--- src/rtl/cc_snoop_responder.sv ---
// MESI snoop responder for one private L1 cache.
// Takes one bus snoop at a time, drives the tag compare into the cache and
// commits the next MESI state. It returns hit/dirty status (plus write-back
// data for modified lines) to the bus. On local line fills it assigns the
// MESI state that the new line starts in.

// Protocol checker: a local fill may only complete while the unit is idle.
module cc_snoop_responder_chk (
    input  logic CLK,
    input  logic RST,
    input  logic in_idle,
    input  logic fill_valid
);
    // fill_valid outside IDLE would be silently dropped by the FSM
    fill_only_in_idle: assert property (@(posedge CLK) disable iff (RST)
        fill_valid |-> in_idle);
endmodule

module cc_snoop_responder #(
    parameter  int N_SETS   = 16,
    parameter  int WORD_W   = 32,
    localparam int SET_BITS = $clog2(N_SETS)
) (
    input  logic                CLK,
    input  logic                RST,
    input  logic                bus_snoop_valid,
    output logic                bus_snoop_ready,
    input  logic [SET_BITS-1:0] bus_snoop_set,
    input  logic                bus_snoop_inv,
    output logic                bus_resp_valid,
    input  logic                bus_resp_ready,
    output logic                bus_resp_hit,
    output logic                bus_resp_dirty,
    output logic [WORD_W-1:0]   bus_resp_data,
    input  logic                fill_valid,
    input  logic                fill_shared,
    input  logic [SET_BITS-1:0] fill_set,
    input  logic [WORD_W-1:0]   fill_data,
    output logic [SET_BITS-1:0] set_sel,
    output logic [1:0]          state_transfer,
    output logic                state_wen,
    output logic [WORD_W-1:0]   responder_data,
    output logic                snoop_req,
    input  logic                valid,
    input  logic                exclusive,
    input  logic                dirty,
    input  logic                snoop_hit,
    input  logic                write_req,
    input  logic                dWEN,
    input  logic [WORD_W-1:0]   requested_data,
    input  logic [WORD_W-1:0]   frame_tag
);

    localparam logic [1:0] ST_M = 2'd0;
    localparam logic [1:0] ST_E = 2'd1;
    localparam logic [1:0] ST_S = 2'd2;
    localparam logic [1:0] ST_I = 2'd3;

    typedef enum logic [2:0] {
        S_IDLE   = 3'd0,
        S_LOOKUP = 3'd1,
        S_DECIDE = 3'd2,
        S_WB     = 3'd3,
        S_RESP   = 3'd4,
        S_FILL   = 3'd5
    } fsm_t;

    // Current MESI state from the cache's frame status bits
    function automatic logic [1:0] decode_mesi(input logic v, input logic e, input logic d);
        logic [1:0] st;
        if (!v) begin
            st = ST_I;
        end else if (d) begin
            st = ST_M;
        end else if (e) begin
            st = ST_E;
        end else begin
            st = ST_S;
        end
        return st;
    endfunction

    fsm_t                state_r, state_nxt;
    logic [SET_BITS-1:0] snp_set_r;
    logic                snp_inv_r;
    logic [SET_BITS-1:0] fill_set_r;
    logic [WORD_W-1:0]   fill_data_r;
    logic [1:0]          fill_st_r;
    logic                resp_hit_r, resp_hit_nxt;
    logic                resp_dirty_r, resp_dirty_nxt;
    logic [WORD_W-1:0]   resp_data_r, resp_data_nxt;
    logic                accept_s;
    logic                fill_take_s;
    logic [1:0]          fill_st_s;

    // The tag is carried only for debug visibility
    logic unused_tag_s;
    assign unused_tag_s = ^frame_tag;

    assign bus_resp_hit   = resp_hit_r;
    assign bus_resp_dirty = resp_dirty_r;
    assign bus_resp_data  = resp_data_r;

    // End state of a local fill: a write miss owns the line, otherwise it depends on sharers
    always_comb begin
        if (write_req) begin
            fill_st_s = ST_M;
        end else if (fill_shared) begin
            fill_st_s = ST_S;
        end else begin
            fill_st_s = ST_E;
        end
    end

    // Next-state logic and cache/bus strobes for the snoop/fill FSM
    always_comb begin
        state_nxt       = state_r;
        bus_snoop_ready = 1'b0;
        bus_resp_valid  = 1'b0;
        snoop_req       = 1'b0;
        set_sel         = '0;
        state_transfer  = ST_I;
        state_wen       = 1'b0;
        responder_data  = '0;
        accept_s        = 1'b0;
        fill_take_s     = 1'b0;
        resp_hit_nxt    = resp_hit_r;
        resp_dirty_nxt  = resp_dirty_r;
        resp_data_nxt   = resp_data_r;
        case (state_r)
            S_IDLE: begin
                if (fill_valid) begin
                    // Fill wins over a coincident snoop; the snoop waits
                    fill_take_s = 1'b1;
                    state_nxt   = S_FILL;
                end else begin
                    bus_snoop_ready = !RST;
                    if (bus_snoop_valid) begin
                        accept_s  = 1'b1;
                        state_nxt = S_LOOKUP;
                    end else begin
                        state_nxt = S_IDLE;
                    end
                end
            end
            S_FILL: begin
                set_sel        = fill_set_r;
                responder_data = fill_data_r;
                state_transfer = fill_st_r;
                state_wen      = 1'b1;
                state_nxt      = S_IDLE;
            end
            S_LOOKUP: begin
                snoop_req = 1'b1;
                set_sel   = snp_set_r;
                state_nxt = S_DECIDE;
            end
            S_DECIDE: begin
                snoop_req = 1'b1;
                set_sel   = snp_set_r;
                if (snoop_hit && valid) begin
                    state_wen      = 1'b1;
                    state_transfer = snp_inv_r ? ST_I : ST_S;
                    if (decode_mesi(valid, exclusive, dirty) == ST_M) begin
                        // Response status is set once the write-back word arrives
                        state_nxt = S_WB;
                    end else begin
                        resp_hit_nxt   = 1'b1;
                        resp_dirty_nxt = 1'b0;
                        resp_data_nxt  = '0;
                        state_nxt      = S_RESP;
                    end
                end else begin
                    resp_hit_nxt   = 1'b0;
                    resp_dirty_nxt = 1'b0;
                    resp_data_nxt  = '0;
                    state_nxt      = S_RESP;
                end
            end
            S_WB: begin
                if (dWEN) begin
                    resp_hit_nxt   = 1'b1;
                    resp_dirty_nxt = 1'b1;
                    resp_data_nxt  = requested_data;
                    state_nxt      = S_RESP;
                end else begin
                    state_nxt = S_WB;
                end
            end
            S_RESP: begin
                bus_resp_valid = 1'b1;
                if (bus_resp_ready) begin
                    // Data deliberately keeps its last value after the handshake
                    resp_hit_nxt   = 1'b0;
                    resp_dirty_nxt = 1'b0;
                    state_nxt      = S_IDLE;
                end else begin
                    state_nxt = S_RESP;
                end
            end
            default: begin
                state_nxt = S_IDLE;
            end
        endcase
    end

    // State register and latched snoop/fill/response context
    always_ff @(posedge CLK) begin
        if (RST) begin
            state_r      <= S_IDLE;
            snp_set_r    <= '0;
            snp_inv_r    <= 1'b0;
            fill_set_r   <= '0;
            fill_data_r  <= '0;
            fill_st_r    <= ST_I;
            resp_hit_r   <= 1'b0;
            resp_dirty_r <= 1'b0;
            resp_data_r  <= '0;
        end else begin
            state_r      <= state_nxt;
            resp_hit_r   <= resp_hit_nxt;
            resp_dirty_r <= resp_dirty_nxt;
            resp_data_r  <= resp_data_nxt;
            if (accept_s) begin
                snp_set_r <= bus_snoop_set;
                snp_inv_r <= bus_snoop_inv;
            end else begin
                snp_set_r <= snp_set_r;
                snp_inv_r <= snp_inv_r;
            end
            if (fill_take_s) begin
                fill_set_r  <= fill_set;
                fill_data_r <= fill_data;
                fill_st_r   <= fill_st_s;
            end else begin
                fill_set_r  <= fill_set_r;
                fill_data_r <= fill_data_r;
                fill_st_r   <= fill_st_r;
            end
        end
    end

    cc_snoop_responder_chk u_chk (
        .CLK        (CLK),
        .RST        (RST),
        .in_idle    (state_r == S_IDLE),
        .fill_valid (fill_valid)
    );

endmodule

--- config.mk ---
export PLATFORM = sky130hd
export DESIGN_NAME = cc_snoop_responder
export DESIGN_NICKNAME = d
export VERILOG_FILES = /design/src/rtl/cc_snoop_responder.sv
export SDC_FILE = /design/constraint.sdc
export NUM_CORES = 1
export LEC_CHECK = 0
export BUFFER_PORTS_ARGS = -buffer_cell sky130_fd_sc_hd__clkbuf_2
export CORE_UTILIZATION = 47
export DETAILED_ROUTE_END_ITERATION = 8
export GPL_TIMING_DRIVEN = 0
export PLACE_DENSITY = 0.84
export SETUP_SLACK_MARGIN = 0.1
export SLEW_MARGIN = 20
export SYNTH_ARGS = -nofsm -noshare
export SYNTH_HDL_FRONTEND = slang
export SYNTH_HIERARCHICAL = 1
export SYNTH_SLANG_ARGS = --single-unit
--- constraint.sdc ---
create_clock -name CLK -period 4.2 [get_ports CLK]
set_input_delay 0.84 -clock CLK [delete_from_list [all_inputs] [get_ports CLK]]
set_output_delay 0.84 -clock CLK [all_outputs]
set_load 0.01 [all_outputs]
# After elaboration in Yosys (flattened, before gate mapping)
# Index checks and enable logic that the tools add are counted.
# classes
n_eq_ne	8
muxes	42
n_reduce_logical	9
# ops
cell	n
2-to-1 mux 32 bit	4
one-hot mux 32 bit (2 select lines)	1
2-to-1 mux 1 bit	19
2-to-1 mux 3 bit	5
one-hot mux 3 bit (5 select lines)	1
2-to-1 mux 2 bit	7
one-hot mux 4 bit (2 select lines)	1
equality test 3 x 2 -> 1 bit (second input constant)	2
equality test 3 bit (second input constant)	2
one-hot mux 1 bit (3 select lines)	2
!= test 2 bit (second input constant)	2
one-hot mux 2 bit (2 select lines)	1
AND reduction 4 bit	1
equality test 3 x 1 -> 1 bit (second input constant)	1
zero test 3 bit	1
!= test 3 bit (second input constant)	1
AND reduction 3 bit	1
nonzero test 3 bit	1
zero test 2 bit	1
one-hot mux 1 bit (2 select lines)	1
nonzero test 2 bit	1
OR reduction 2 bit	1
logical AND 1 bit	1
zero test 1 bit	1
# word_totals
reg_bits	80
elab_cells	68

# Depth between registers and ports, before layout
# logic_depth
depth_word	9
mapped_depth	5
ltp_nobuf	3

# Least setup slack after synthesis
# No wires, ideal clock.
# synth_path
path_kind	input to output
startpoint	input port fill_valid
endpoint	output port bus_snoop_ready
arrival_ns	1.500
required_time_ns	3.360
path_slack_ns	1.860
cell_stages	2
path_buffers	0
path_cell_list	or4_1 nor2_1
# synth_between
elab_chain_cells	2
# synth_rtl
element	line	source
start, declared	35	input logic fill_valid,
2-to-1 mux 1 bit	132	if (fill_valid) begin
2-to-1 mux 1 bit	130	case (state_r)
end, declared	27	output logic bus_snoop_ready,
# Every way passes these cells.

# Final worst setup path
# layout_path
startpoint	register state_r[0]
endpoint	output port responder_data[17]
# layout_between
elab_chain_cells	2
# layout_rtl
element	line	source
start, declared	83	fsm_t state_r, state_nxt;
start signal, assigned	220	state_r <= state_nxt;
equality test 3 bit	130	
2-to-1 mux 32 bit	130	
end, declared	42	output logic [WORD_W-1:0] responder_data,
# Every way passes these cells.

==> run_results.csv <==
group,metric,value,unit
clock_network,clock_latency,350,ps
synthesis,synth.most_common_cell,"nand2_1",
synthesis,netlist.area_leader.share,47.71,%
synthesis,synthTopCellsByCount,"nand2_1 (111), dfxtp_1 (80), a21oi_1 (76), o211ai_1 (33), and2_1 (32)",
placed_design,pre_cts_ws,1633,ps
die,dieArea,7485,µm²
die,rows,30,
timing,finalHoldViolCount,0,
placed_design,hpwl,6.886,mm
cells_and_area,drive_gt1_share,30.65,%
global_route,gr-total-overflow,0,
timing,tns,0,ps
placed_design,dp_cells,677,
placed_design,portBuffers,158,
route,routedWlPerCell,13.27,µm
timing,final-max-slew-violation-count,0,
setup_path,startpoint,"state_r[0]$_SDFF_PP0_",
placed_design,place.gp.congestion,0.7875,
synthesis,syn_avg_cell_area,7.936,µm²
synthesis,synthTopCellsByArea,"dfxtp_1 (48%), nand2_1 (12%), a21oi_1 (11%)",
setup_path,worst_setup_path_start_kind,"flip-flop",
timing,setup_viol,0,
clock_network,cts_tree,"done",
global_route,grt_pass1_wl,14.59,mm
setup_path,critPathMaxFanout,10,
timing,tightest_slew,790.1,ps
synthesis,synthCells,423,
clock_network,post_cts_buffers,0,
die,pin_count,193,
run,drv_cap,0,
clock_network,cts_hold_buf,0,
cells_and_area,syn2layout_area_growth,34.18,%
clock_network,cts_sinks,80,
synthesis,yosysSeqAreaShare,47.71,%
clock_network,clkTransAtPathRegs,90,ps
timing,layout_setup_ws,1339,ps
clock_network,cts_resized,0,
global_route,grt_max_degree,14,
hold_path,hold_class,"reg2reg",
clock_network,htreeDepth,3,
setup_path,path_class,"reg2out",
setup_path,cp.required,3360,ps
setup_path,cp_data_arrival_time,2020,ps
timing,fmax,349.5,MHz
route,drc_errors,0,
route,post_drt_via_cell_ratio,5.085,
clock_network,cts_buffers,9,
setup_path,r2r_start,"state_r[2]$_SDFF_PP0_",
die,start_util,49.14,%
route,dr.pass1.iters,4,
setup_path,r2r_end,"fill_data_r[21]$_SDFFE_PP0P_",
setup_path,r2r_slack,2470,ps
hold_path,holdPathStages,2,
pwr,p_leak,1.956,nW
cells_and_area,num-nets-final,709,
synthesis,synth.largest_area_cell,"dfxtp_1",
synthesis,syn_nets,540,
setup_path,endpoint,"responder_data[17]",
synthesis,synth-edff-count,0,
die,die_w,86.52,µm
global_route,antenna_found_initial,0,
global_route,grt_pass1_vias,3302,
die,core,6832,µm²
clock_network,clockRootBuffer,"clkbuf_8",
timing,min_period,2861,ps
global_route,track_usage,24.86,%
synthesis,ys.warnings.count,6,
route,num_vias,3524,
synthesis,ys.flop_type,"dfxtp_1",
hold_path,hold_path.startpoint,"fill_data_r[31]$_SDFFE_PP0P_",
timing,rsz0062_at_grt,"false",
route,wl,9.197,mm
route,ant_nets,0,
die,die_y,86.52,µm
synthesis,yosysUniqueCellTypes,36,
synthesis,ys_ff_latch,80,
timing,finalClockSkew,13.42,ps
clock_network,cts_max_path_buffers,2,
setup_path,critPathCaptureType,"output port",
setup_path,rr_worst_depth,5,
cells_and_area,n_antenna_cell,0,
synthesis,async_reset_ff_share,0,%
timing,min_period_over_period,68.13,%
pwr,powerDensity,390.4,nW/µm²
pwr,vdd_drop_max,0.3061,mV
route,drtIter0Drc,74,
timing,relSlewSlack,46.84,%
synthesis,syn_area,3357,µm²
run_status,status,"finished, final reports clean",
cells_and_area,final_cells,693,
==> metrics by stage <==
step	util, %	hold WS (ps)	cell area [µm²]	power (mW)
6_report	65.93	453.2	4504	1.758
5_1_grt	65.93	468.1	4504	1.842
4_1_cts	65.93	452.3	4504	1.772
3_5_place_dp	62.47	442.0	4268	1.109
3_3_place_gp	62.47	437.7	4268	1.100
2_1_floorplan	-	431.3	3357	1.002
==> logic make-up after synthesis <==
logic type	count (synthesis)	share of synthesized area (%)
compound gates	129	23.07
xor+xnor	1	0.2609
buf+inv	42	5.106
flops	80	47.71
simple gates	171	23.85
==> cell type report <==
| cell class | instances | area [µm²] |
|---|---|---|
| Multi-Input combinational cell | 301 | 1584 |
| Fill cell | 632 | 2327 |
| Sequential cell | 80 | 1602 |
| Timing Repair Buffer | 158 | 790.8 |
| Inverter | 3 | 11.26 |
| Clock inverter | 5 | 105.1 |
| Tap cell | 96 | 120.1 |
| Buffer | 39 | 160.2 |
| Clock buffer | 11 | 131.4 |
==> state kept, by name, indices dropped and copies added (netlist names) <==
register,cells
bus_resp_data,32
fill_data_r,32
fill_set_r,4
snp_set_r,4
state_r,3
fill_st_r,2
bus_resp_dirty,1
bus_resp_hit,1
snp_inv_r,1
==> metal layers <==
metal / GRT usage [%] / vias to the layer above / part of all wire (%)
li1: - / 1784 / -
met1: 29.48 / 1602 / 43
met2: 41.70 / 124 / 48
met3: 7.714 / 14 / 7.7
met4: 10.45 / 0 / 1.6
met5: 0 / - / 0
==> how the worst min path moves through the flow <==
stage,endpoint,slack (ps)
3_5_place_dp,fill_data_r[0]$_SDFFE_PP0P_,440
3_3_place_gp,fill_data_r[30]$_SDFFE_PP0P_,440
2_1_floorplan,fill_st_r[1]$_SDFFE_PP1P_,430
6_report,fill_data_r[31]$_SDFFE_PP0P_,450
5_1_grt,fill_data_r[25]$_SDFFE_PP0P_,470
4_1_cts,fill_data_r[0]$_SDFFE_PP0P_,450
==> report_power, final <==
group,total [mW],internal [mW],switching [mW]
clock,0.666,0.395,0.271
combinational,0.261,0.102,0.160
sequential,0.830,0.805,0.0254
total,1.76,1.30,0.456
==> critical path, stage by stage (launching register included) <==
cell      delay, ps
dfxtp_1         430
and3b_1         230
clkbuf_1        360
clkbuf_1        340
and2_1          190
clkbuf_2        130
==> cells in the final DEF (no fill, tap or decap), drive strengths merged, types with 2 or more instances in the layout <==
cell type / count
a21oi: 76
a22o: 4
and2: 32
buf: 15
bufinv: 3
clkbuf: 193
clkinvlp: 2
dfxtp: 80
inv: 3
nand2: 111
nand3: 6
nand3b: 2
nor2: 4
nor2b: 3
o211ai: 33
o21ai: 8
o311a: 2
No activity file was read; power rests on OpenSTA's default activity.
